**config.mk**
```make
export PLATFORM = sky130hd
export DESIGN_NAME = program_loader
export DESIGN_NICKNAME = d
export VERILOG_FILES = /design/src/rtl/program_loader_pkg.sv /design/src/rtl/loader_timeout_counter.sv /design/src/rtl/program_loader.sv
export SDC_FILE = /design/constraint.sdc
export NUM_CORES = 1
export LEC_CHECK = 0
export BUFFER_PORTS_ARGS = -buffer_cell sky130_fd_sc_hd__buf_2
export CORE_MARGIN = 2
export CORE_UTILIZATION = 45
export CTS_BUF_LIST = sky130_fd_sc_hd__clkbuf_4 sky130_fd_sc_hd__clkbuf_8
export DETAILED_ROUTE_END_ITERATION = 8
export PLACE_DENSITY = 0.76
export SYNTH_ARGS = -nofsm -noshare
export SYNTH_HDL_FRONTEND = slang
export SYNTH_SLANG_ARGS = --single-unit
```
**constraint.sdc**
```tcl
create_clock -name clk -period 7.8 [get_ports clk]
set_input_delay 1.56 -clock clk [delete_from_list [all_inputs] [get_ports clk]]
set_output_delay 1.56 -clock clk [all_outputs]
set_load 0.1 [all_outputs]
```
**src/rtl/program_loader_pkg.sv**
```systemverilog
// ============================================================================
// program_loader_pkg : shared types and constants for the program loader
// Revision: 1.0
// ============================================================================
`default_nettype none

package program_loader_pkg;

    typedef enum logic [2:0] {
        IDLE = 3'd0,
        LEN  = 3'd1,
        DATA = 3'd2,
        CSUM = 3'd3,
        DONE = 3'd4,
        ERR  = 3'd5
    } state_e;

    localparam logic [1:0] ERR_NONE    = 2'b00;
    localparam logic [1:0] ERR_CSUM    = 2'b01;
    localparam logic [1:0] ERR_TIMEOUT = 2'b10;

    localparam logic [7:0] SYNC_BYTE_DEFAULT = 8'hA5;

endpackage

`default_nettype wire

```
**src/rtl/loader_timeout_counter.sv**
```systemverilog
// ============================================================================
// loader_timeout_counter : idle-cycle counter that flags expiry at LIMIT cycles
// Revision: 1.0
// ============================================================================
`default_nettype none

module loader_timeout_counter #(
    parameter int LIMIT = 1024
) (
    input  logic clk,
    input  logic reset,
    input  logic clear_i,
    input  logic enable_i,
    output logic expire_o
);

    localparam int W = $clog2(LIMIT + 1);

    logic [W-1:0] count_q;
    logic [W-1:0] count_d;

    // Expiry names the edge on which the count would reach LIMIT; a clear wins.
    assign expire_o = enable_i && !clear_i && (count_q == W'(LIMIT - 1));

    always_comb begin
        count_d = count_q;
        if (clear_i) begin
            count_d = '0;
        end else if (enable_i) begin
            count_d = count_q + W'(1);
        end
    end

    always_ff @(posedge clk or posedge reset) begin
        if (reset) begin
            count_q <= '0;
        end else begin
            count_q <= count_d;
        end
    end

endmodule

`default_nettype wire

```
**src/rtl/program_loader.sv**
```systemverilog
// ============================================================================
// program_loader : framed byte stream to instruction-memory writer, CPU reset hold
// Revision: 1.0
// ============================================================================
`default_nettype none

module program_loader
    import program_loader_pkg::*;
#(
    parameter logic [7:0] SYNC_BYTE      = SYNC_BYTE_DEFAULT,
    parameter int         ADDR_W         = 8,
    parameter int         TIMEOUT_CYCLES = 1024
) (
    input  logic              clk,
    input  logic              reset,
    input  logic              in_valid,
    input  logic [7:0]        in_data,
    output logic              in_ready,
    output logic              mem_write,
    output logic [ADDR_W-1:0] mem_addr,
    output logic [7:0]        mem_wdata,
    output logic              cpu_reset,
    output logic              busy,
    output logic              load_done,
    output logic              err,
    output logic [1:0]        err_code,
    output logic [8:0]        bytes_loaded
);

    state_e            state_q, state_d;
    logic [8:0]        remaining_q, remaining_d;
    logic [7:0]        sum_q, sum_d;
    logic [8:0]        bytes_loaded_q, bytes_loaded_d;
    logic              in_ready_q, in_ready_d;
    logic              mem_write_q, mem_write_d;
    logic [ADDR_W-1:0] mem_addr_q, mem_addr_d;
    logic [7:0]        mem_wdata_q, mem_wdata_d;
    logic              cpu_reset_q, cpu_reset_d;
    logic              busy_q, busy_d;
    logic              load_done_q, load_done_d;
    logic              err_q, err_d;
    logic [1:0]        err_code_q, err_code_d;

    logic              w_accept;
    logic              w_in_frame;
    logic              w_expire;
    logic [7:0]        w_sum_next;

    assign w_accept   = in_valid && in_ready_q;
    assign w_in_frame = (state_q == LEN) || (state_q == DATA) || (state_q == CSUM);
    assign w_sum_next = sum_q + in_data;

    loader_timeout_counter #(
        .LIMIT (TIMEOUT_CYCLES)
    ) u_timeout (
        .clk      (clk),
        .reset    (reset),
        .clear_i  (w_accept || !w_in_frame),
        .enable_i (w_in_frame),
        .expire_o (w_expire)
    );

    always_comb begin
        state_d        = state_q;
        remaining_d    = remaining_q;
        sum_d          = sum_q;
        bytes_loaded_d = bytes_loaded_q;
        mem_write_d    = 1'b0;
        mem_addr_d     = mem_addr_q;
        mem_wdata_d    = mem_wdata_q;
        cpu_reset_d    = cpu_reset_q;
        err_code_d     = err_code_q;

        case (state_q)
            IDLE: begin
                if (w_accept && (in_data == SYNC_BYTE)) begin
                    state_d        = LEN;
                    cpu_reset_d    = 1'b1;
                    bytes_loaded_d = '0;
                end
            end
            LEN: begin
                if (w_accept) begin
                    remaining_d    = (in_data == 8'd0) ? 9'd256 : {1'b0, in_data};
                    sum_d          = '0;
                    bytes_loaded_d = '0;
                    state_d        = DATA;
                end
            end
            DATA: begin
                if (w_accept) begin
                    mem_write_d    = 1'b1;
                    mem_addr_d     = ADDR_W'(bytes_loaded_q);
                    mem_wdata_d    = in_data;
                    sum_d          = w_sum_next;
                    bytes_loaded_d = bytes_loaded_q + 9'd1;
                    remaining_d    = remaining_q - 9'd1;
                    if (remaining_q == 9'd1) begin
                        state_d = CSUM;
                    end
                end
            end
            CSUM: begin
                if (w_accept) begin
                    if (w_sum_next == 8'd0) begin
                        state_d     = DONE;
                        cpu_reset_d = 1'b0;
                    end else begin
                        state_d    = ERR;
                        err_code_d = ERR_CSUM;
                    end
                end
            end
            DONE: begin
                state_d = IDLE;
            end
            ERR: begin
                if (w_accept && (in_data == SYNC_BYTE)) begin
                    state_d    = LEN;
                    err_code_d = ERR_NONE;
                end
            end
            default: begin
                state_d = IDLE;
            end
        endcase

        // Expiry is never raised on an accepting cycle, so nothing above changed.
        if (w_expire && w_in_frame) begin
            state_d    = ERR;
            err_code_d = ERR_TIMEOUT;
        end

        in_ready_d  = (state_d != DONE);
        busy_d      = (state_d == LEN) || (state_d == DATA) || (state_d == CSUM);
        load_done_d = (state_d == DONE);
        err_d       = (state_d == ERR);
    end

    always_ff @(posedge clk or posedge reset) begin
        if (reset) begin
            state_q        <= IDLE;
            remaining_q    <= '0;
            sum_q          <= '0;
            bytes_loaded_q <= '0;
            in_ready_q     <= 1'b0;
            mem_write_q    <= 1'b0;
            mem_addr_q     <= '0;
            mem_wdata_q    <= '0;
            cpu_reset_q    <= 1'b1;
            busy_q         <= 1'b0;
            load_done_q    <= 1'b0;
            err_q          <= 1'b0;
            err_code_q     <= ERR_NONE;
        end else begin
            state_q        <= state_d;
            remaining_q    <= remaining_d;
            sum_q          <= sum_d;
            bytes_loaded_q <= bytes_loaded_d;
            in_ready_q     <= in_ready_d;
            mem_write_q    <= mem_write_d;
            mem_addr_q     <= mem_addr_d;
            mem_wdata_q    <= mem_wdata_d;
            cpu_reset_q    <= cpu_reset_d;
            busy_q         <= busy_d;
            load_done_q    <= load_done_d;
            err_q          <= err_d;
            err_code_q     <= err_code_d;
        end
    end

    assign in_ready     = in_ready_q;
    assign mem_write    = mem_write_q;
    assign mem_addr     = mem_addr_q;
    assign mem_wdata    = mem_wdata_q;
    assign cpu_reset    = cpu_reset_q;
    assign busy         = busy_q;
    assign load_done    = load_done_q;
    assign err          = err_q;
    assign err_code     = err_code_q;
    assign bytes_loaded = bytes_loaded_q;

endmodule

`default_nettype wire
```
==> results of run 1 <==
## metal layers
metal | part of all wire | routed length [µm] | GRT usage | up-vias
met5 | 0 | 0 | 0 | -
met4 | 0.020 | 150 | 0.08277 | 0
met3 | 0.040 | 308 | 0.03232 | 14
met2 | 0.46 | 3538 | 0.3407 | 65
met1 | 0.48 | 3677 | 0.2870 | 1342
li1 | - | - | - | 1354
## cells in the final DEF, fill, tap and decap left out, drive strengths merged, types with 3 or more instances in the layout
master   n
nor2    40
o21ai   29
a21oi   15
and3     5
xnor2    5
dfrtp   63
nor2b    3
ha      11
buf     44
clkbuf  11
nor4     5
or3      5
nand4    6
nand2   78
inv     10
a22o     7
nor3     7
a31oi    3
o31ai    4
nand3   10
nand2b   3
xor2    11
## kinds of logic after synthesis
group           Yosys count
fa+ha+maj                12
flops                    64
compound gates           79
xor+xnor                 16
simple gates            171
buf+inv                  23
## per-stage QoR
stage / util / instance area (µm²) / total power [mW] / std cells
3_3_place_gp: 0.4990 / 3581 / 0.9334 / 495
6_report: 0.5261 / 3775 / 1.235 / 509
2_1_floorplan: - / 3284 / 0.8516 / 365
3_5_place_dp: 0.4990 / 3581 / 0.9504 / 495
5_1_grt: 0.5261 / 3775 / 1.299 / 509
4_1_cts: 0.5261 / 3775 / 1.239 / 509
## area by class of cell
class / count / area, µm²
clock buffer: 11 / 151.4
clock inverter: 3 / 42.54
fill: 682 / 3401
inverter: 10 / 37.54
multi-input combinational: 278 / 1594
sequential: 64 / 1603
tap: 99 / 123.9
timing repair buffer: 44 / 222.7
## cell usage after synthesis (7+ instances only)
master / count / area share
nor2_1: 40 / 0.046
nand2_1: 78 / 0.089
inv_1: 10 / 0.011
clkbuf_1: 9 / 0.010
nand3_1: 10 / 0.015
dfrtp_1: 63 / 0.48
xor2_1: 11 / 0.029
nor3_1: 7 / 0.011
a21oi_1: 15 / 0.023
o21ai_0: 29 / 0.044
ha_1: 11 / 0.042
## flip-flops by register name (all words and copies together) (netlist names)
register and count:
busy 1, bytes_loaded 9, cpu_reset 1, err 1, err_code 2, in_ready 1
load_done 1, mem_addr 8, mem_wdata 8, mem_write 1, remaining_q 9, state_q 3
sum_q 8, u_timeout.count_q 11
## power by group through the flow
| stage | sequential [mW] | clock, mW | combinational (mW) |
|---|---|---|---|
| floorplan | 0.621 | 0 | 0.230 |
| global placement | 0.456 | 0 | 0.478 |
| detailed placement | 0.459 | 0 | 0.492 |
| CTS | 0.454 | 0.292 | 0.494 |
| global route | 0.464 | 0.302 | 0.533 |
| finish | 0.455 | 0.287 | 0.493 |
## path summary, 6_finish.rpt
kind	start	endpoint	depth (start not counted)
max	in_data[0]	cpu_reset$_DFFE_PP1P_	9
min	u_timeout.count_q[0]$_DFFE_PP0P_	u_timeout.count_q[0]$_DFFE_PP0P_	1
max reg2reg	state_q[1]$_DFF_PP0_	remaining_q[5]$_DFFE_PP0P_	6
min reg2reg	u_timeout.count_q[0]$_DFFE_PP0P_	u_timeout.count_q[0]$_DFFE_PP0P_	1
max in group asynchronous	reset	sum_q[6]$_DFFE_PP0P_	3
min in group asynchronous	reset	mem_addr[0]$_DFFE_PP0P_	3
==> results.ini, run 1 <==
[outcome]
status = finished clean

[logic_synthesis]
ys_warn_count = 0
avgSynthCellArea_um2 = 8.998
synth-main-ff-cell = dfrtp_1
synth-edff-count = 0
yosys.area_share.simple = 0.2373
synth_xor_xnor_area_share = 0.04267
synth_cell_types = 55
synth.ff_latch_count = 64
ys_seq_area_frac = 0.4880
syn_inst = 365
synth_top_family_by_area = simple AND/OR/NAND/NOR gates
muxShareOfSynthArea = 0
async_flop_share = 1.000
syn_nets = 388
synth_fa_ha_area_frac = 0.04800
syn_area_mm2 = 0.003284
synth_compound_area_frac = 0.1573

[floorplan]
initial_core_util = 0.4577
core_area_mm2 = 0.007176
die_width_um = 89.43
num_io_pins = 44
num_rows = 31
chipHeight_um = 89.43
fp.dieArea_mm2 = 0.007998

[cts]
root_buffer = clkbuf_8
cts.sinks = 64
path_clk_slew_ns = 0.07
cts_tree = built
cts_made_buffers = 9
clock_path_buffers = 2
postCtsSetupBuffers = 0
cts_hold_buf = 0
htree_levels = 3
cts_resized = 0
clk-insertion-delay-late_ns = 0.35

[power]
p_seq_frac = 0.369
pwr-share-comb = 0.399
clkPwrFrac = 0.232
switching_share = 0.4378
powerDensity_mw_per_mm2 = 327.2
static-leakage-power_nw = 1.841
power.switching_uw = 540.7
ir_worst_vdd_mv = 0.2871
intPower_uw = 694.4

[timing]
fin_ws_ns = 4.099
worstMarginPinSlew_ns = 1.037
hold_viol = 0
fin_skew_ns = 0.009347
setup_viol = 0
slew_headroom = 0.3032
finalSetupTns_ns = 0
finalCriticalPeriod_ns = 3.701
rsz0062_at_grt = no
timing.final.crit_share = 0.4745
fmax_mhz = 270.2
drv_slew = 0
hold-worst-slack_ns = 0.4618

[job]
maxCapViolations = 0

[place]
place_ws_ns = 3.744
io_buffers = 43
hpwl_mm = 5.288
gp_congestion = 0.8535

[final_layout]
nNetsFinal = 430
num_antenna_cells = 0
drive_gt1_frac = 0.1707
area_growth_pct = 14.93

[setup_path]
cp_cell_sequence = buf_2, ha_1, fa_1, a211oi_1, nor4b_1, nor4_1, o221ai_1, or3_4, o21a_1
startpoint_type = input pin
worstSetupPathType = input pin to flip-flop
rrSetupSlack_ns = 4.27
cp_max_fo = 6
slowest_delay_ns = 0.43
slowest_stage = or3_4
worst-path-buf-inv = 1
cp_data_required_time_ns = 8.08
critPathArrivalTime_ns = 3.98
critPathTopFamily = simple AND/OR/NAND/NOR gates
end_kind = flip-flop

[routing]
vias = 2775
first_iter_violations = 193
routed_wirelength_mm = 7.675
vias_per_cell = 5.452
postRouteAntennaNets = 0
drc = 0
avgRoutedWirePerCell_um = 15.08
dr.pass1.iters = 4

[grt]
grt_pass1_wl_mm = 12.95
gr-total-overflow = 0
antenna_found_initial = 0
grt_pass1_vias = 2702
grt_max_degree = 65
grt_use_total = 0.2111

[worst_hold_path]
hold_path_class = flip-flop to flip-flop

No activity file was read; power rests on OpenSTA's default activity.
==> run 2: changes to the inputs <==
--- a/config.mk
+++ b/config.mk
@@ -10,7 +10,7 @@
 export CORE_UTILIZATION = 45
 export CTS_BUF_LIST = sky130_fd_sc_hd__clkbuf_4 sky130_fd_sc_hd__clkbuf_8
 export DETAILED_ROUTE_END_ITERATION = 8
-export PLACE_DENSITY = 0.76
+export PLACE_DENSITY = 0.78
 export SYNTH_ARGS = -nofsm -noshare
 export SYNTH_HDL_FRONTEND = slang
 export SYNTH_SLANG_ARGS = --single-unit
==> constraint.sdc (replaced) <==
create_clock -name clk -period 3 [get_ports clk]
set_input_delay 0.6 -clock clk [delete_from_list [all_inputs] [get_ports clk]]
set_output_delay 0.6 -clock clk [all_outputs]
set_load 0.1 [all_outputs]
==> results.ini, run 2 (same netlist as run 1, synthesis figures left out) <==
[outcome]
status = finished clean

[setup_path]
startpoint_type = flip-flop
worstSetupPathType = flip-flop to flip-flop
cp_max_fo = 4
cp_data_required_time_ns = 3.27
cp_cell_sequence = ha_1, fa_1, a211oi_1, nor2_1, xor2_1, or4_4, o311a_2, o2bb2ai_1
critPathArrivalTime_ns = 3.12
slowest_stage = a211oi_1
end_kind = flip-flop
slowest_delay_ns = 0.46

[place]
gp_congestion = 0.8436
io_buffers = 43
dp.cells = 505
hpwl_mm = 5.199

[floorplan]
initial_core_util = 0.4577
fp.dieArea_mm2 = 0.007998
die_width_um = 89.43
num_io_pins = 44
num_rows = 31
chipHeight_um = 89.43
core_area_mm2 = 0.007176

[routing]
postRouteAntennaNets = 0
vias = 2796
avgRoutedWirePerCell_um = 14.47
routed_wirelength_mm = 7.539
dr.pass1.iters = 5
vias_per_cell = 5.367
first_iter_violations = 181
drc = 0

[final_layout]
nNetsFinal = 440
area_growth_pct = 17.22
regMostFlops = u_timeout.count_q
num_antenna_cells = 0
final_common_cell = nand2_1
drive_gt1_frac = 0.1943
largest_reg_flops = 11
finalCoreUtilization = 0.5365
layout_common_cells = nand2_1 (78), dfrtp_1 (63), buf_2 (43), nor2_1 (40), o21ai_0 (29)
final_cells = 521

[timing]
drv_slew = 0
hold-worst-slack_ns = 0.3050
worstMarginPinSlew_ns = 0.7945
setup_viol = 0
fmax_mhz = 350.1
hold_viol = 0
fin_skew_ns = 0.01047
slew_headroom = 0.4697
finalCriticalPeriod_ns = 2.856
rsz0062_at_grt = no
timing.final.crit_share = 0.9520

[cts]
cts_made_buffers = 9
clk-insertion-delay-late_ns = 0.35
root_buffer = clkbuf_8
postCtsSetupBuffers = 0
cts_resized = 0
cts_tree = built
cts_hold_buf = 0
clock_path_buffers = 2
cts.sinks = 64
path_clk_slew_ns = 0.07
htree_levels = 3

[grt]
grt_pass1_wl_mm = 12.69
grtUsageMet2 = 0.3246
antenna_found_initial = 0
grt_use_met1 = 0.2872
grtUsageMet3 = 0.03693
gr-total-overflow = 0
grt-busiest-layer = met2
grt_pass1_vias = 2663
grt_use_total = 0.2088
grt_max_degree = 65

[worst_hold_path]
hold_path_class = input pin to async pin

[power]
powerDensity_mw_per_mm2 = 823.1
ir_worst_vdd_mv = 0.7821
static-leakage-power_nw = 1.891

[job]
maxCapViolations = 0

==> run 2: worst paths after layout <==
check	startpoint	end	slack, ns	cells past startpoint
worst max-delay path	sum_q[0]$_DFFE_PP0P_	err_code[0]$_DFFE_PP0P_	0.14	8
worst min register to register	mem_addr[4]$_DFFE_PP0P_	mem_addr[4]$_DFFE_PP0P_	0.47	2
worst min-delay path	reset	u_timeout.count_q[7]$_DFFE_PP0P_	0.30	3
worst max register to register	sum_q[0]$_DFFE_PP0P_	err_code[0]$_DFFE_PP0P_	0.14	8
min in group clk	mem_addr[4]$_DFFE_PP0P_	mem_addr[4]$_DFFE_PP0P_	0.47	2
max in group asynchronous	reset	cpu_reset$_DFFE_PP1P_	2.38	3
==> run 2: cell type report <==
| class | instances | area (µm²) |
|---|---|---|
| sequential | 64 | 1603 |
| inverter | 10 | 37.54 |
| clock inverter | 6 | 43.79 |
| clock buffer | 10 | 137.6 |
| fill | 665 | 3326 |
| tap | 99 | 123.9 |
| multi-input combinational | 278 | 1594 |
| timing repair buffer | 54 | 310.3 |
==> run 2: metrics by stage <==
stage               area (µm²)  power [mW]  TNS [ns]  setup slack [ns]
floorplan                 3284       2.214         0            0.2212
global placement          3669       2.446  -0.01787          -0.01787
detailed placement        3669       2.484   -0.2269           -0.1023
CTS                       3850       3.175         0            0.1577
global route              3850       3.342         0          0.003993
finish                    3850       3.169         0            0.1439
==> run 2: routing by layer <==
layer,routed length [µm],share of wire,up-vias
met3,433,0.057,6
met1,3574,0.47,1332
met5,0,0,-
met2,3448,0.46,81
met4,82,0.011,0
li1,-,-,1377
==> run 2: power breakdown <==
| group | switching (mW) | internal [mW] |
|---|---|---|
| logic | 0.927 | 0.371 |
| registers | 0.146 | 1.04 |
| clock network | 0.365 | 0.325 |
==> run 2: critical path, delay by kind of cell (launching register included) <==
kind | cells | cell delay [ns]
XOR/XNOR | 1 | 0.18
AO/OA/AOI/OAI | 3 | 0.99
AND/OR/NAND/NOR | 2 | 0.57
flip-flops | 1 | 0.40
adder cells (fa/ha/maj) | 2 | 0.64
